$ cat src/rtl/router_pkg.sv
// Shared types and defaults for the router output-port arbiter.
package router_pkg;

  localparam int unsigned NportDefault   = 16;
  localparam int unsigned TimeoutDefault = 1024;

  typedef enum logic [1:0] {
    StIdle,
    StOwn,
    StGap
  } arb_state_e;

endpackage

$ cat src/rtl/router_port_arb_if.sv
// Request/grant bundle between the input ports and one output-port arbiter.
interface router_port_arb_if
  import router_pkg::*;
#(
  parameter int unsigned NPORT = NportDefault
);
  localparam int unsigned IdxW = (NPORT > 1) ? $clog2(NPORT) : 1;

  logic [NPORT-1:0] req;
  logic [NPORT-1:0] eop;
  logic [NPORT-1:0] gnt;
  logic [IdxW-1:0]  gnt_id;
  logic             gnt_vld;
  logic [NPORT-1:0] busy_n;
  logic             timeout_err;

  modport master (
    output req, eop,
    input  gnt, gnt_id, gnt_vld, busy_n, timeout_err
  );

  modport slave (
    input  req, eop,
    output gnt, gnt_id, gnt_vld, busy_n, timeout_err
  );
endinterface

$ cat src/rtl/router_port_arb_rr_pick.sv
// Combinational round-robin select: first requester at or after ptr_i, wrapping.
module rr_pick #(
  parameter int unsigned  NPORT = 16,
  localparam int unsigned IdxW  = (NPORT > 1) ? $clog2(NPORT) : 1
) (
  input  logic [NPORT-1:0] req_i,
  input  logic [IdxW-1:0]  ptr_i,
  output logic [NPORT-1:0] gnt_oh_o,
  output logic [IdxW-1:0]  gnt_idx_o
);

  logic found;

  always_comb begin
    gnt_oh_o  = '0;
    gnt_idx_o = '0;
    found     = 1'b0;
    for (int unsigned i = 0; i < NPORT; i++) begin
      int unsigned     j;
      logic [IdxW-1:0] k;
      j = 32'(ptr_i) + i;
      if (j >= NPORT) j = j - NPORT;
      k = IdxW'(j);
      if (!found && req_i[k]) begin
        found       = 1'b1;
        gnt_oh_o[k] = 1'b1;
        gnt_idx_o   = k;
      end
    end
  end

endmodule

$ cat src/rtl/router_port_arb.sv
// Frame-level round-robin arbiter for one router output port with grant timeout.
module router_port_arb
  import router_pkg::*;
#(
  parameter int unsigned NPORT   = NportDefault,
  parameter int unsigned TIMEOUT = TimeoutDefault
) (
  input  logic              clk,
  input  logic              reset_n,
  router_port_arb_if.slave  bus
);

  localparam int unsigned IdxW = (NPORT > 1) ? $clog2(NPORT) : 1;
  localparam int unsigned CntW = (TIMEOUT > 1) ? $clog2(TIMEOUT) : 1;
  localparam logic [CntW-1:0] CntLast = CntW'(TIMEOUT - 1);
  localparam logic [IdxW-1:0] IdxLast = IdxW'(NPORT - 1);

  arb_state_e       state_q, state_d;
  logic [NPORT-1:0] gnt_q, gnt_d;
  logic [IdxW-1:0]  gnt_id_q, gnt_id_d;
  logic [IdxW-1:0]  rr_ptr_q, rr_ptr_d;
  logic [CntW-1:0]  cnt_q, cnt_d;
  logic             tout_q, tout_d;

  logic [NPORT-1:0] pick_oh;
  logic [IdxW-1:0]  pick_idx;

  rr_pick #(
    .NPORT (NPORT)
  ) u_rr_pick (
    .req_i     (bus.req),
    .ptr_i     (rr_ptr_q),
    .gnt_oh_o  (pick_oh),
    .gnt_idx_o (pick_idx)
  );

  always_comb begin
    state_d  = state_q;
    gnt_d    = gnt_q;
    gnt_id_d = gnt_id_q;
    rr_ptr_d = rr_ptr_q;
    cnt_d    = cnt_q;
    tout_d   = 1'b0;
    case (state_q)
      StIdle: begin
        if (|bus.req) begin
          state_d  = StOwn;
          gnt_d    = pick_oh;
          gnt_id_d = pick_idx;
          cnt_d    = '0;
        end
      end
      StOwn: begin
        // A dropped request is a release, same as eop; eop beats timeout.
        if (bus.eop[gnt_id_q] || !bus.req[gnt_id_q] || (cnt_q == CntLast)) begin
          tout_d   = bus.req[gnt_id_q] && !bus.eop[gnt_id_q];
          state_d  = StGap;
          gnt_d    = '0;
          gnt_id_d = '0;
          rr_ptr_d = (gnt_id_q == IdxLast) ? '0 : gnt_id_q + 1'b1;
        end else begin
          cnt_d = cnt_q + 1'b1;
        end
      end
      StGap: begin
        state_d = StIdle;
      end
      default: begin
        state_d = StIdle;
        gnt_d   = '0;
      end
    endcase
  end

  always_ff @(posedge clk or negedge reset_n) begin
    if (!reset_n) begin
      state_q  <= StIdle;
      gnt_q    <= '0;
      gnt_id_q <= '0;
      rr_ptr_q <= '0;
      cnt_q    <= '0;
      tout_q   <= 1'b0;
    end else begin
      state_q  <= state_d;
      gnt_q    <= gnt_d;
      gnt_id_q <= gnt_id_d;
      rr_ptr_q <= rr_ptr_d;
      cnt_q    <= cnt_d;
      tout_q   <= tout_d;
    end
  end

  assign bus.gnt         = gnt_q;
  assign bus.gnt_id      = gnt_id_q;
  assign bus.gnt_vld     = (state_q == StOwn);
  assign bus.timeout_err = tout_q;
  assign bus.busy_n      = ~(bus.req & ~gnt_q);

endmodule

$ cat src/flat_wrapper.sv
// flat-port wrapper written by rule: the top's interface ports become plain ports
module router_port_arb_flat import router_pkg::*;
#(
  parameter int unsigned NPORT   = NportDefault,
  parameter int unsigned TIMEOUT = TimeoutDefault
)
  (clk, reset_n, bus_req, bus_eop, bus_gnt, bus_gnt_id, bus_gnt_vld, bus_busy_n, bus_timeout_err);
  router_port_arb_if #(.NPORT(NPORT)) bus_i ();
  input  logic clk;
  input  logic reset_n;
  input wire logic [$bits(bus_i.req)-1:0] bus_req;
  input wire logic [$bits(bus_i.eop)-1:0] bus_eop;
  output wire logic [$bits(bus_i.gnt)-1:0] bus_gnt;
  output wire logic [$bits(bus_i.gnt_id)-1:0] bus_gnt_id;
  output wire logic [$bits(bus_i.gnt_vld)-1:0] bus_gnt_vld;
  output wire logic [$bits(bus_i.busy_n)-1:0] bus_busy_n;
  output wire logic [$bits(bus_i.timeout_err)-1:0] bus_timeout_err;
  assign bus_i.req = bus_req;
  assign bus_i.eop = bus_eop;
  assign bus_gnt = bus_i.gnt;
  assign bus_gnt_id = bus_i.gnt_id;
  assign bus_gnt_vld = bus_i.gnt_vld;
  assign bus_busy_n = bus_i.busy_n;
  assign bus_timeout_err = bus_i.timeout_err;
  router_port_arb #(.NPORT(NPORT), .TIMEOUT(TIMEOUT)) u_core (.clk(clk), .reset_n(reset_n), .bus(bus_i));
endmodule
$ cat config.mk
export PLATFORM = sky130hd
export DESIGN_NAME = router_port_arb_flat
export DESIGN_NICKNAME = d
export VERILOG_FILES = /design/src/rtl/router_pkg.sv /design/src/rtl/router_port_arb_if.sv /design/src/rtl/router_port_arb_rr_pick.sv /design/src/rtl/router_port_arb.sv /design/src/flat_wrapper.sv
export SDC_FILE = /design/constraint.sdc
export NUM_CORES = 1
export LEC_CHECK = 0
export ABC_AREA = 1
export BUFFER_PORTS_ARGS = -buffer_cell sky130_fd_sc_hd__buf_4
export CORE_UTILIZATION = 54
export CTS_BUF_LIST = sky130_fd_sc_hd__clkbuf_8
export CTS_CLUSTER_DIAMETER = 120
export DETAILED_ROUTE_END_ITERATION = 8
export PLACE_DENSITY_LB_ADDON = 0.12
export SLEW_MARGIN = 15
export SYNTH_ARGS = -nofsm -noshare
export SYNTH_HDL_FRONTEND = slang
export SYNTH_SLANG_ARGS = --single-unit
export TNS_END_PERCENT = 10
$ cat constraint.sdc
create_clock -name clk -period 5.9 [get_ports clk]
set_input_delay 1.18 -clock clk [delete_from_list [all_inputs] [get_ports clk]]
set_output_delay 1.18 -clock clk [all_outputs]
set_load 0.05 [all_outputs]
==> impl_metrics.env <==
export IMPL_cp_data_required_time_ps=6090
export IMPL_hold_path_depth=1
export IMPL_avgSynthCellArea_um2=5.172
export IMPL_ant_nets=0
export IMPL_synth_top_area_share=0.2131
export IMPL_place_congestion=1.026
export IMPL_cts_buffers=5
export IMPL_final_max_slew_viol_count=0
export IMPL_worst_pin_slew_ps=1033
export IMPL_drv_cap=0
export IMPL_crit_type="reg -> reg"
export IMPL_reg2regPathDepth=25
export IMPL_start_kind="flip-flop"
export IMPL_antenna_found_initial=0
export IMPL_finalCritPeriodShare=0.7963
export IMPL_pin_count=72
export IMPL_rsz0062_at_grt="false"
export IMPL_ys_ff_latch=37
export IMPL_synth_edf_count=0
export IMPL_cpMaxStageDelayCell="nand3_1"
export IMPL_placedCellCount=1418
export IMPL_postCtsResizedCells=0
export IMPL_period_minus_slack_ps=4698
export IMPL_max_slew_margin=0.3067
export IMPL_place_ws_ps=1437
export IMPL_yosysUniqueCellTypes=45
export IMPL_clk_pin_slew_ps=80
export IMPL_worst_slack_ps=1202
export IMPL_wirelength_um=26550
export IMPL_syn_num_nets=1283
export IMPL_cts_path_max_buffers=2
export IMPL_dr_pass1_iters=7
export IMPL_cts_setup_buffers=0
export IMPL_path_delay_family="simple AND/OR/NAND/NOR gates"
export IMPL_track_usage=0.4284
export IMPL_setup_tns_ps=0
export IMPL_cp_num_buf_inv=3
export IMPL_fill_cells=1175
export IMPL_grt_pass1_vias=7725
export IMPL_ys_top_cells_by_area="nand2_1 (21%), nor2_1 (15%), dfrtp_1 (15%)"
export IMPL_final_nets=1332
export IMPL_cts_htree_levels=2
export IMPL_fmax_mhz=212.9
export IMPL_hold_path_class="reg -> reg"
export IMPL_most_common_layout_cells="nand2_1 (362), nor2_1 (251), nand3_1 (179)"
export IMPL_critPathMaxStageDelay_ps=550
export IMPL_crit_fanout=18
export IMPL_grt_max_degree=38
export IMPL_coreArea_um2=11470
export IMPL_die_y_um=110.7
export IMPL_critPathCaptureType="flip-flop"
export IMPL_syn_cell_area_um2=6377
export IMPL_yosys_warnings=0
export IMPL_skew_ps=6.809
export IMPL_rrSetupSlack_ps=1200
export IMPL_grt_pass1_wl_um=41990
export IMPL_die_x_um=110.7
export IMPL_synth_flop_cell="dfrtp_1"
export IMPL_vias=8668
export IMPL_hold_end="u_core.cnt_q[9]"
export IMPL_syn_inst=1233
export IMPL_synthArstFlopShare=1.000
export IMPL_seq_area_frac_synth=0.1452
export IMPL_r2r_start="u_core.rr_ptr_q[1]"
export IMPL_cts_hold_buf=0
export IMPL_rows=39
export IMPL_insertion_delay_ps=290
export IMPL_gr_total_overflow=0
export IMPL_r2r_end="u_core.bus.gnt_id[3]"
export IMPL_place_hpwl_um=19830
export IMPL_num_antenna_cells=0
export IMPL_hold_viol=0
export IMPL_io_buffers=71
export IMPL_setup_violations=0
export IMPL_crit_top_cell="nand2_1"
export IMPL_drive_gt1_frac=0.1255
export IMPL_outcome="complete, no violations"
export IMPL_dr_first_iter_drc_count=1563
export IMPL_cts_root_buf="clkbuf_8"
export IMPL_final_common_cell="nand2_1"
export IMPL_synth_largest_area_cell="nand2_1"
export IMPL_arrival_ps=4880
export IMPL_cts_sinks=37
export IMPL_routed_via_density=6.079
export IMPL_hp_start="u_core.cnt_q[9]"
export IMPL_avgRoutedWirePerCell_um=18.62
export IMPL_start_util=0.5561
export IMPL_syn_to_final_growth_pct=12.12
export IMPL_finalNonFillerCells=1426
export IMPL_drc=0
export IMPL_tritoncts="built"
export IMPL_die_area_um2=12250
-- routing by layer --
metal	global-route usage	vias to the layer above	wire length [µm]
met2	0.6443	689	11300
met4	0.1707	0	1071
met3	0.1033	88	3579
li1	-	4076	-
met5	0	-	0
met1	0.5888	3815	10600
-- registers in the layout (all words and copies together) (netlist names) --
name	count
u_core.rr_ptr_q	4
u_core.state_q	2
u_core.bus.gnt_id	4
u_core.bus.gnt	16
u_core.cnt_q	10
u_core.bus.timeout_err	1
-- Yosys cell counts, drive strengths merged, types with 4 or more instances --
library cell    n
a21oi          28
or2            17
inv           115
nor3           43
dfrtp          37
clkinv          4
nor2          258
o21ai          44
nand3         184
nor4            4
buf            23
nand2         372
clkbuf         29
nand4          41
ha             16
-- cell type report --
type,count,area [µm²],share of cell area
Clock inverter,3,68.82,0.009624
Sequential cell,37,925.9,0.1295
Tap cell,143,178.9,0.02502
Multi-Input combinational cell,1025,4755,0.6649
Inverter,119,447.9,0.06264
Timing Repair Buffer,94,705.7,0.09869
Clock buffer,5,68.82,0.009624
-- worst register-to-register path: cells and delay by family, from the launching register on --
family	cells	cell delay [ps]
buffers and inverters	3	840
AO/OA/AOI/OAI	1	170
flip-flops	1	350
AND/OR/NAND/NOR	20	2710
adder cells (fa/ha/maj)	1	530
-- how the worst max path moves through the flow --
stage | start | to | slack [ps] | depth (start not counted)
3_5_place_dp | u_core.rr_ptr_q[1] | u_core.bus.gnt_id[3] | 1440 | 25
6_report | u_core.rr_ptr_q[1] | u_core.bus.gnt_id[3] | 1200 | 25
2_1_floorplan | u_core.rr_ptr_q[1] | u_core.bus.gnt[14] | 2550 | 24
5_1_grt | u_core.rr_ptr_q[1] | u_core.bus.gnt_id[3] | 940 | 25
3_3_place_gp | u_core.rr_ptr_q[1] | u_core.bus.gnt_id[3] | 1510 | 25
4_1_cts | u_core.rr_ptr_q[1] | u_core.bus.gnt_id[3] | 1420 | 25
-- logic make-up (layout without fill, tap and decap cells) --
logic type | count (synthesis) | after routing | share of synthesized area
simple gates | 922 | 922 | 0.6351
buf+inv | 171 | 221 | 0.1101
compound gates | 84 | 84 | 0.07298
flops | 37 | 37 | 0.1452
fa+ha+maj | 16 | 16 | 0.03139
xor+xnor | 3 | 3 | 0.005298
-- stage by stage --
step           utilization  hold WS (ps)  instance area (µm²)
5_1_grt             0.6236         493.3                 7151
3_3_place_gp        0.6116         449.0                 7013
2_1_floorplan            -         433.8                 6377
6_report            0.6236         469.0                 7151
3_5_place_dp        0.6116         453.4                 7013
4_1_cts             0.6236         464.3                 7151
Power is left out: the tool's default activity adds up to more than one toggle a clock period on the data nets, which glitch-free logic cannot reach.
